===== src/rtl/io_port.sv =====
// io_port: memory-mapped 8-bit GPIO port with input synchronizer and rising-edge interrupts
module io_port #(
    parameter logic [7:0] RESET_DATA  = 8'h00,
    parameter int         SYNC_STAGES = 2
) (
    input  logic        clk,
    input  logic        reset_n,
    input  logic        Sel,
    input  logic        MemWrite,
    input  logic [3:0]  Addr,
    input  logic [31:0] WriteData,
    output logic [31:0] ReadData,
    input  logic [7:0]  PinIn,
    input  logic [7:0]  InOverride,
    output logic [7:0]  PortOut,
    output logic [31:0] TapData,
    output logic [31:0] TapControl,
    output logic        Irq
);
    localparam int ARM_MAX = SYNC_STAGES + 1;
    localparam int ARM_W   = $clog2(ARM_MAX + 1);

    logic [7:0]       latch, dir, ien, status, prev, sync_out, data_rd, set;
    logic [7:0]       sync_q [SYNC_STAGES];
    logic [ARM_W-1:0] arm;
    logic             wr_data, wr_ctrl, wr_stat, armed;
    logic             unused;

    assign unused   = ^{Addr[1:0], WriteData[31:16]};
    assign wr_data  = Sel & MemWrite & (Addr[3:2] == 2'd0);
    assign wr_ctrl  = Sel & MemWrite & (Addr[3:2] == 2'd1);
    assign wr_stat  = Sel & MemWrite & (Addr[3:2] == 2'd2);
    assign sync_out = sync_q[SYNC_STAGES-1];
    assign armed    = (arm == ARM_W'(ARM_MAX));
    assign set      = armed ? (sync_out & ~prev & ~dir & ien) : 8'h00;
    assign data_rd  = (latch & dir) | (sync_out & ~dir);

    assign PortOut    = latch & dir;
    assign TapData    = {24'h0, data_rd};
    assign TapControl = {16'h0, ien, dir};
    assign Irq        = |status;
    assign ReadData   = !Sel                ? 32'h0 :
                        Addr[3:2] == 2'd0   ? {24'h0, data_rd} :
                        Addr[3:2] == 2'd1   ? {16'h0, ien, dir} :
                        Addr[3:2] == 2'd2   ? {24'h0, status} : 32'h0;

    // Input synchronizer chain, edge-history register and arming counter
    always_ff @(posedge clk) begin
        if (!reset_n) begin
            for (int k = 0; k < SYNC_STAGES; k++) sync_q[k] <= 8'h00;
            prev <= 8'h00;
            arm  <= '0;
        end else begin
            sync_q[0] <= PinIn | InOverride;
            for (int k = 1; k < SYNC_STAGES; k++) sync_q[k] <= sync_q[k-1];
            prev <= sync_out;
            if (!armed) arm <= arm + 1'b1;
        end
    end

    // Software-visible registers; an edge set beats a same-cycle W1C clear
    always_ff @(posedge clk) begin
        if (!reset_n) begin
            latch  <= RESET_DATA;
            dir    <= 8'h00;
            ien    <= 8'h00;
            status <= 8'h00;
        end else begin
            if (wr_data) latch <= WriteData[7:0];
            if (wr_ctrl) begin
                dir <= WriteData[7:0];
                ien <= WriteData[15:8];
            end
            status <= (status & ~(wr_stat ? WriteData[7:0] : 8'h00)) | set;
        end
    end
endmodule


===== config.mk =====
export PLATFORM = sky130hd
export DESIGN_NAME = io_port
export DESIGN_NICKNAME = d
export VERILOG_FILES = /design/src/rtl/io_port.sv
export SDC_FILE = /design/constraint.sdc
export NUM_CORES = 1
export LEC_CHECK = 0
export ABC_CLOCK_PERIOD_IN_PS = 2000
export CORE_MARGIN = 2
export CORE_UTILIZATION = 25
export CTS_BUF_LIST = sky130_fd_sc_hd__clkbuf_8
export CTS_CLUSTER_SIZE = 8
export DETAILED_ROUTE_END_ITERATION = 6
export HOLD_SLACK_MARGIN = 0.12
export SLEW_MARGIN = 20
export SYNTH_ARGS = -nofsm -noshare
export SYNTH_HDL_FRONTEND = slang
export SYNTH_SLANG_ARGS = --single-unit

===== constraint.sdc =====
create_clock -name clk -period 2 [get_ports clk]
set_input_delay 0.4 -clock clk [delete_from_list [all_inputs] [get_ports clk]]
set_output_delay 0.4 -clock clk [all_outputs]
set_load 0.02 [all_outputs]

==> out/qor.yml <==
slew_headroom_pct: 64.8
fillCellCount: 1192
maxCapViolations: 0
worstPathRequired_ns: 1.60
grt_first_pass_wirelength_mm: 12.0
syn-cell-area_mm2: 0.00295
slew_viol_final: 0
clk_latency_ns: 0.33
ys_warn_count: 0
drive_above_1_share_pct: 17.5
crit_family: "buffers and inverters"
critPathMaxStageDelay_ns: 0.60
cts_resized: 96
io_buffers: 86
seq_area_frac_synth_pct: 39.4
vias: 2399
drcViolationCount: 0
worst-setup-path-type: "flip-flop to output port"
fin_cells: 588
yosysUniqueCellTypes: 29
placed_cells: 572
layout.nets: 497
initial_core_util_pct: 25.7
ctsLongestPathBuffers: 2
post-route-util_pct: 35.8
wire_per_inst_um: 13.2
clk_pin_slew_ns: 0.06
place_congestion: 0.774
overflow: 0
clock.fmax_mhz: 518
critPathBufInv: 2
finalPower_mw: 2.73
arrival_ns: 1.53
async_reset_ff_share_pct: 0
diodes: 0
multi_input_area_mm2: 0.00149
timing.clock.skew_ns: 0.00556
synth_top_area_cell: "dfxtp_1"
ir_drop_v: 0.000251
coreArea_mm2: 0.0115
endpoint_kind: "output port"
die_x_um: 113
cts.sinks: 58
synth_cells: 330
cp_max_fo: 5
die_h_um: 113
tritoncts: "yes"
drt-total-wl_mm: 7.74
initialDrtViolationCount: 44
area_growth_pct: 39.5
rows: 39
postCtsHoldBufs: 0
postCtsSetupRepairBufs: 0
status: "complete, no violations"
pin_count: 161
period_minus_slack_ns: 1.93
yosys-top-cells-count: "59 x buf_4, 58 x dfxtp_1, 49 x nand2_1"
grt_start_max_net_pins: 31
synth_area_per_cell_um2: 8.93
grt_usage_pct: 12.2
viasPerCell: 4.08
setup_viol: 0
rsz0062_at_grt: "false"
place_ws_ns: -0.651
synth_top_area_share_pct: 39.4
tightest_slew_ns: 0.528
register_area_mm2: 0.00116
cp-start-kind: "flip-flop"
ys_ff_latch: 58
hold_viol_final: 0
dr.pass1.iters: 4
synthFlopType: "dfxtp_1"
hold_class: "flip-flop to flip-flop"
dieArea_mm2: 0.0127
worst_path_max_delay_cell: "clkdlybuf4s50_1"
synth_edf_count: 0
worst_slack_ns: 0.0688
synth_area_leaders: "dfxtp_1 39%, buf_4 15%, and2_1 7.0%, nand2_1 6.2%, nor2b_1 3.6%"
powerDensity_mw_per_mm2: 664
ctsHtreeMaxLevel: 3
antenna_found_initial: 0
grt_pass1_vias: 2267
ant_nets: 0
cts_buffers: 9
hpwlAfterDp_mm: 5.77
period_share_pct: 96.6
yosysMostFrequentCell: "buf_4"
p_leak_nw: 1.83
clockRootBuffer: "clkbuf_8"
path_cells: "buf_4, and2_1, clkdlybuf4s50_1"
[metrics by stage]
stage / area (µm²) / TNS [ns] / hold WS (ns)
detailed placement: 3930 / -8.91 / 0.419
finish: 4110 / 0 / 0.425
global placement: 3930 / -8.86 / 0.416
global route: 4110 / 0 / 0.459
floorplan: 3150 / 0 / 0.412
CTS: 4090 / 0 / 0.427
[where the power goes]
group	switching [mW]	total [mW]	leakage, nW	internal, mW
combinational	0.249	0.442	1.24	0.193
clock	0.449	1.06	0.110	0.613
sequential	0.0214	1.22	0.474	1.20
total	0.720	2.73	1.83	2.01
[layout by cell type, fill, tap and decap left out]
master	instances
nand2b_4	1
conb_1	56
and3b_2	1
nor2b_1	17
buf_2	13
clkdlybuf4s50_1	53
nor4_1	2
nand2b_1	1
and4bb_2	1
dlygate4sd2_1	10
and4b_1	1
xnor2_1	1
o21a_1	8
o32ai_1	4
dlymetal6s2s_1	6
buf_4	29
inv_1	9
nor2_1	8
nand2_1	49
mux2_2	8
o32ai_2	4
dfxtp_1	58
mux2i_1	9
and2_1	33
nand4b_2	1
a21boi_1	10
nand4b_1	1
ha_1	1
clkinv_2	1
o21ai_0	8
a21boi_0	14
buf_6	3
nor4bb_1	8
buf_12	2
clkbuf_8	14
[worst paths after layout]
check                                              from                 endpoint  slack (ns)  cells past startpoint
worst max-delay path                dir[4]$_SDFFE_PN0P_               PortOut[4]        0.07                      3
worst min-delay path            sync_q[0][0]$_SDFF_PN0_  sync_q[0][8]$_SDFF_PN0_        0.43                      1
worst max register to register      arm[0]$_SDFFE_PN0N_      arm[1]$_SDFFE_PN0N_        0.73                      3
worst min register to register  sync_q[0][0]$_SDFF_PN0_  sync_q[0][8]$_SDFF_PN0_        0.43                      1
[flip-flops by register name (all words and copies together), names as in the netlist]
name,cells
prev,8
sync_q,16
latch,8
dir,8
arm,2
status,8
ien,8
[worst register-to-register path: stages, from the launching register on]
cell and delay (ns):
dfxtp_1 0.35, ha_1 0.50, mux2i_1 0.25, nor2b_1 0.06
[logic make-up (layout without fill, tap and decap cells)]
group / Yosys count / after routing / share of synthesized area [%]
xor+xnor: 1 / 1 / 0.297
compound gates: 48 / 48 / 11.9
buf+inv: 80 / 140 / 18.4
flops: 58 / 58 / 39.4
mux: 17 / 17 / 6.12
other cells: 1 / 56 / 0.127
fa+ha+maj: 1 / 1 / 0.425
simple gates: 124 / 124 / 23.3
[layout make-up]
cell class	instances	area share, %
multi-input combinational	247	36.2
tap	143	4.35
clock buffer	14	4.69
inverter	8	0.731
timing repair buffer	116	25.5
clock inverter	2	0.213
sequential	58	28.3
[routing by layer]
| metal | wire length (µm) | track usage, % | vias up |
|---|---|---|---|
| li1 | - | - | 1199 |
| met1 | 3730 | 16.9 | 1093 |
| met2 | 3510 | 18.1 | 99 |
| met3 | 408 | 2.75 | 8 |
| met4 | 94 | 5.12 | 0 |
| met5 | 0 | 0 | - |
Note: power is estimated with default switching activity, not from simulation.
